### config.mk
export PLATFORM = sky130hd
export DESIGN_NAME = spike_select_network
export DESIGN_NICKNAME = d
export VERILOG_FILES = /design/src/rtl/spike_select_network.sv
export SDC_FILE = /design/constraint.sdc
export NUM_CORES = 1
export LEC_CHECK = 0
export ABC_CLOCK_PERIOD_IN_PS = 12000
export CORE_UTILIZATION = 40
export CTS_BUF_LIST = sky130_fd_sc_hd__clkbuf_16
export DETAILED_ROUTE_END_ITERATION = 16
export PLACE_DENSITY_LB_ADDON = 0.12
export SLEW_MARGIN = 20
export SYNTH_ARGS = -nofsm -noshare
export SYNTH_HDL_FRONTEND = slang
export SYNTH_SLANG_ARGS = --single-unit
### constraint.sdc
create_clock -name clk -period 12 [get_ports clk]
set_input_delay 3 -clock clk [delete_from_list [all_inputs] [get_ports clk]]
set_output_delay 3 -clock clk [all_outputs]
set_load 0.01 [all_outputs]
### src/rtl/spike_select_network.sv
// Snapshots a packed ternary spike vector on start and emits a burst of randomly
// chosen {spike value, neuron id} words over valid/ready, ids drawn from an LFSR.
module spike_select_network #(
  parameter int                         TEN_DATA_WIDTH  = 2,
  parameter int                         NUM_NEURON      = 256,
  parameter int                         NEURON_ID_WIDTH = 8,
  parameter logic [NEURON_ID_WIDTH-1:0] LFSR_TAPS       = 8'hB8,
  parameter logic [NEURON_ID_WIDTH-1:0] LFSR_SEED       = 8'h8B,
  parameter int                         PICK_WIDTH      = 8,
  parameter int                         MAX_RETRY       = 3
) (
  input  logic                                   clk,
  input  logic                                   reset_l,
  input  logic                                   en_step,
  input  logic                                   start,
  input  logic [TEN_DATA_WIDTH*NUM_NEURON-1:0]   spike_in,
  input  logic [NEURON_ID_WIDTH:0]               num_active,
  input  logic [PICK_WIDTH-1:0]                  num_picks,
  input  logic                                   seed_load,
  input  logic [NEURON_ID_WIDTH-1:0]             lfsr_seed,
  output logic                                   out_valid,
  input  logic                                   out_ready,
  output logic [TEN_DATA_WIDTH+NEURON_ID_WIDTH-1:0] spike_out,
  output logic                                   busy,
  output logic                                   done
);
  localparam int TW = TEN_DATA_WIDTH;
  localparam int IW = NEURON_ID_WIDTH;
  localparam int NW = NEURON_ID_WIDTH + 1;
  localparam int SW = TEN_DATA_WIDTH * NUM_NEURON;
  localparam int RW = (MAX_RETRY > 0) ? $clog2(MAX_RETRY + 1) : 1;

  typedef enum logic [1:0] {S_IDLE, S_SEARCH, S_EMIT, S_DONE} state_t;

  state_t                state_q;
  logic [IW-1:0]         lfsr_q;
  logic [SW-1:0]         snap_q;
  logic [NW-1:0]         na_q;
  logic [RW-1:0]         retry_q;
  logic [PICK_WIDTH-1:0] picks_left_q;
  logic                  out_valid_q;
  logic [TW+IW-1:0]      spike_out_q;
  logic                  done_q;

  logic [IW-1:0] lfsr_d;
  logic [IW-1:0] na_m1;
  logic [IW-1:0] mask_w;
  logic [IW-1:0] cand_w;
  logic [IW-1:0] pick_id;
  logic [TW-1:0] pick_val;
  logic [NW-1:0] na_clamp;
  logic          cand_ok;
  logic          accept;

  // Power-of-two-minus-one mask covering every value up to v.
  function automatic logic [IW-1:0] smear(input logic [IW-1:0] v);
    logic [IW-1:0] m;
    m = v;
    for (int i = 0; i < IW; i++) m = m | (m >> 1);
    return m;
  endfunction

  assign lfsr_d   = {lfsr_q[IW-2:0], ^(lfsr_q & LFSR_TAPS)};
  assign na_m1    = IW'(na_q - NW'(1));
  assign mask_w   = smear(na_m1);
  assign cand_w   = lfsr_d & mask_w;
  assign cand_ok  = {1'b0, cand_w} < na_q;
  assign accept   = cand_ok || (retry_q == RW'(MAX_RETRY));
  // A rejected candidate lies in [na, 2*na), so subtracting na always lands in range.
  assign pick_id  = cand_ok ? cand_w : (cand_w - na_q[IW-1:0]);
  assign pick_val = snap_q[pick_id*TW +: TW];
  assign na_clamp = (num_active == '0 || num_active > NW'(NUM_NEURON)) ?
                    NW'(NUM_NEURON) : num_active;

  assign out_valid = out_valid_q;
  assign spike_out = spike_out_q;
  assign done      = done_q;
  assign busy      = (state_q != S_IDLE);

  always_ff @(posedge clk or negedge reset_l) begin
    if (!reset_l) begin
      state_q      <= S_IDLE;
      lfsr_q       <= LFSR_SEED;
      snap_q       <= '0;
      na_q         <= '0;
      retry_q      <= '0;
      picks_left_q <= '0;
      out_valid_q  <= 1'b0;
      spike_out_q  <= '0;
      done_q       <= 1'b0;
    end else if (en_step) begin
      case (state_q)
        S_IDLE: begin
          if (seed_load) begin
            lfsr_q <= (lfsr_seed == '0) ? IW'(1) : lfsr_seed;
          end else if (start) begin
            snap_q       <= spike_in;
            na_q         <= na_clamp;
            retry_q      <= '0;
            picks_left_q <= num_picks;
            if (num_picks == '0) begin
              state_q <= S_DONE;
              done_q  <= 1'b1;
            end else begin
              state_q <= S_SEARCH;
            end
          end
        end
        S_SEARCH: begin
          lfsr_q <= lfsr_d;
          if (accept) begin
            spike_out_q <= {pick_val, pick_id};
            out_valid_q <= 1'b1;
            retry_q     <= '0;
            state_q     <= S_EMIT;
          end else begin
            retry_q <= retry_q + RW'(1);
          end
        end
        S_EMIT: begin
          if (out_ready) begin
            out_valid_q  <= 1'b0;
            picks_left_q <= picks_left_q - PICK_WIDTH'(1);
            if (picks_left_q == PICK_WIDTH'(1)) begin
              state_q <= S_DONE;
              done_q  <= 1'b1;
            end else begin
              state_q <= S_SEARCH;
            end
          end
        end
        S_DONE: begin
          done_q  <= 1'b0;
          state_q <= S_IDLE;
        end
        default: state_q <= S_IDLE;
      endcase
    end
  end

endmodule

==> results.md <==
- Post-Synth XOR/XNOR Area: 0.00467
- Setup CP Type: reg2reg
- Vias in the first global route: 20700
- Top cells by area, synth: dfrtp_1 (52%), mux2_2 (22%), nand2_1 (4.4%), mux2i_1 (2.5%), mux4_2 (2.2%)
- CP Cell Sequence: inv_1 -> ha_1 -> nand2_1 -> or4_4 -> a311o_1 -> o31ai_4 -> inv_2 -> ha_1 -> a21oi_1 -> maj3_1 -> o2111a_1 -> o21a_1 -> nor3_2 -> or2_4 -> buf_4 -> mux4_2 -> a22o_1 -> a211oi_1 -> nor4_1 -> and4_1 -> a221o_1
- Cts repair resizes: 0
- Max_cap viols: 0
- Fin crit share: 0.664
- Adder-cell area share of the yosys netlist: 0.00731
- Iteration-0 DRC Markers: 1411
- Setup bufs post-CTS: 0
- Final min period: 7960 ps
- Place WS: 4070 ps
- CTS Hold Bufs: 0
- Num ports: 556
- Total grt overflow: 0
- Seq/Total Area, Yosys: 0.522
- Worst Path Arrival: 8470 ps
- Placer Congestion: 0.855
- Fraction of layout cells with a size suffix above 1: 0.250
- First-pass GRT wire length: 131 mm
- CP Launch Type: register
- DP HPWL: 62.4 mm
- DR WL/cell: 24.2 um
- Die Width: 260 um
- Outcome: finished clean
- Final instance area: 0.0347 mm^2
- Routed WL: 87.9 mm
- Crit-path max cell delay: 750 ps
- Fillers: 5787
- Gr usage total: 0.258
- Post-Syn Area: 0.0265 mm^2
- Cells after synthesis: 2211
- Critical path's most frequent cell: ha_1
- Final TNS setup: 0 ps
- Crit. End Element: register
- Most frequent cell after synthesis: dfrtp_1
- Initial antenna violation count: 30
- #FFs+latches synth: 553
- Distinct cells, synth: 88
- Slew margin rel.: 0.249
- Vias per cell: 5.48
- DR DRC count: 0
- CTS tree: done
- Final nets: 3268
- Most used DFF post-synth: dfrtp_1
- Worst hold path class: reg2reg
- Reg2reg start: na_q[1]
- Hold Vio Cnt, Final: 0
- Critical path fanouts, max: 50
- Worst path slowest cell: buf_4
- Max Transition Viols Final: 0
- Largest family of logic cells by synthesized area: multiplexers
- Fin util: 0.528
- Syn nets: 2767
- Root buf cell: clkbuf_16
- DRT Pass-1 Iters: 5
- Die height: 260 um
- RSZ-0062 raised after global routing: false
- Worst path required time: 12500 ps
- Clock Sinks: 553
- Clk buf depth: 3
- Mux contribution to synthesized area: 0.270
- Setup ws final: 4040 ps
- Crit path from: na_q[1]
- Post-DRT Antenna Nets: 0
- Clock-pin slew on the worst setup and hold paths: 60 ps
- Commonest cells post-synth: dfrtp_1 (549), mux2_2 (519), nand2_1 (314)
- Largest net degree at the start of global routing: 190
- Top-area cell type share of the netlist area: 0.518
- Core area: 0.0657 mm^2
- EDFF count, synth: 0
- Row Count: 94
- Synth warn: 0
- Die area: 0.0674 mm^2
- IO Port Bufs: 555
- Avg Cell Area, Syn: 12.0 um^2
- Worst Tran Pin Value: 1130 ps
- FMAX: 126 MHz
- Vias: 19900
- Critical hold path startpoint: spike_out[5]
- Compound-Gate Fraction of Synth Area: 0.0780
- Setup violations, final: 0
- Worst skew pair latency: 620 ps
- Worst Clk Skew: 24.5 ps
- Largest area contributor in the netlist: dfrtp_1
- Area growth from synthesis to layout: 30.7%
- Simple-gate share of the synthesized area: 0.0894
- H-tree depth: 2
- CTS Buf Count: 59
- Starting Density: 0.404
- Placement-stage cell area: 0.0328 mm^2
- Post-synth ARST share: 1.00
routing by layer:
metal	wire length, um	global-route usage	vias to the layer above	part of all wire
li1	-	-	9039	-
met1	37600	0.343	10200	0.43
met2	43200	0.428	525	0.49
met3	4270	0.0438	159	0.049
met4	2640	0.0856	30	0.030
met5	184	0	-	0.0021
state kept, by name, indices dropped and copies added, names as in the netlist:
signal	count
done	1
lfsr_q	8
na_q	9
out_valid	1
picks_left_q	8
retry_q	2
snap_q	512
spike_out	10
state_q	2
layout by cell type (no fill, tap or decap), types with 6 or more instances in the layout:
master           netlist  routed
clkdlybuf4s50_1        0     554
mux2i_1               67      67
a21oi_1              105     103
xnor2_1                8       8
nor2_1                33      31
a22oi_1               15      15
buf_4                 11      24
nand2b_1              10      10
a211oi_1              10      10
a31oi_1               15      15
nor3_1                26      26
a221oi_1              22      22
clkinv_1               0      17
mux4_2                26      26
dfrtp_1              549     549
o22ai_1               12      12
clkbuf_16              0      60
clkinv_2               0      14
diode_2                0      18
nor4_1                19      19
o21ai_0               54      54
a32oi_1                9       9
nand2_1              314     314
inv_1                 24      35
nand4_1               11      11
and3_1                 6       6
mux2_2               519     519
nand3_1               83      82
a311oi_1               9       9
ha_1                  12      12
kinds of logic (layout without fill, tap and decap cells):
kind of cell / after synthesis / count (layout)
multiplexers: 615 / 615
flip-flops: 553 / 553
AND/OR/NAND/NOR: 534 / 534
AO/OA/AOI/OAI: 312 / 312
buffers and inverters: 170 / 716
adder cells (fa/ha/maj): 15 / 15
XOR/XNOR: 12 / 12
other: 0 / 18
worst paths after layout:
check,end,slack [ps],cells past startpoint
worst max-delay path,spike_out[8],4040,21
worst max register to register,spike_out[8],4040,21
worst min-delay path,spike_out[5],490,2
worst min register to register,spike_out[5],490,2
max in group asynchronous,snap_q[393],7550,3
min in group asynchronous,snap_q[86],2350,1
critical path, delay by kind of cell, from the launching register on:
| kind | cells | cell delay [ps] |
|---|---|---|
| adders and majority gates | 3 | 980 |
| DFF | 1 | 450 |
| AOI/OAI and AO/OA | 8 | 2590 |
| muxes | 1 | 420 |
| and+or+nand+nor | 6 | 2240 |
| buffers and inverters | 3 | 1110 |
stage by stage:
step / instances / hold slack [ps]
after floorplan: 2211 / 454
after global placement: 3514 / 468
after detailed placement: 3514 / 480
after CTS: 3620 / 497
after global routing: 3636 / 514
final: 3639 / 493
final cells by class:
cell class,count,area (um^2),area share
repair buffers,585,5860,0.169
well taps,864,1080,0.0312
multi-input cells,1488,12000,0.346
flip-flops and latches,553,13800,0.399
diodes,18,45.0,0.00130
clock inverters,46,274,0.00790
inverters,25,93.8,0.00270
clock buffers,60,1500,0.0433
Power is left out: the tool's default activity adds up to more than one toggle a clock period on the data nets, which glitch-free logic cannot reach.
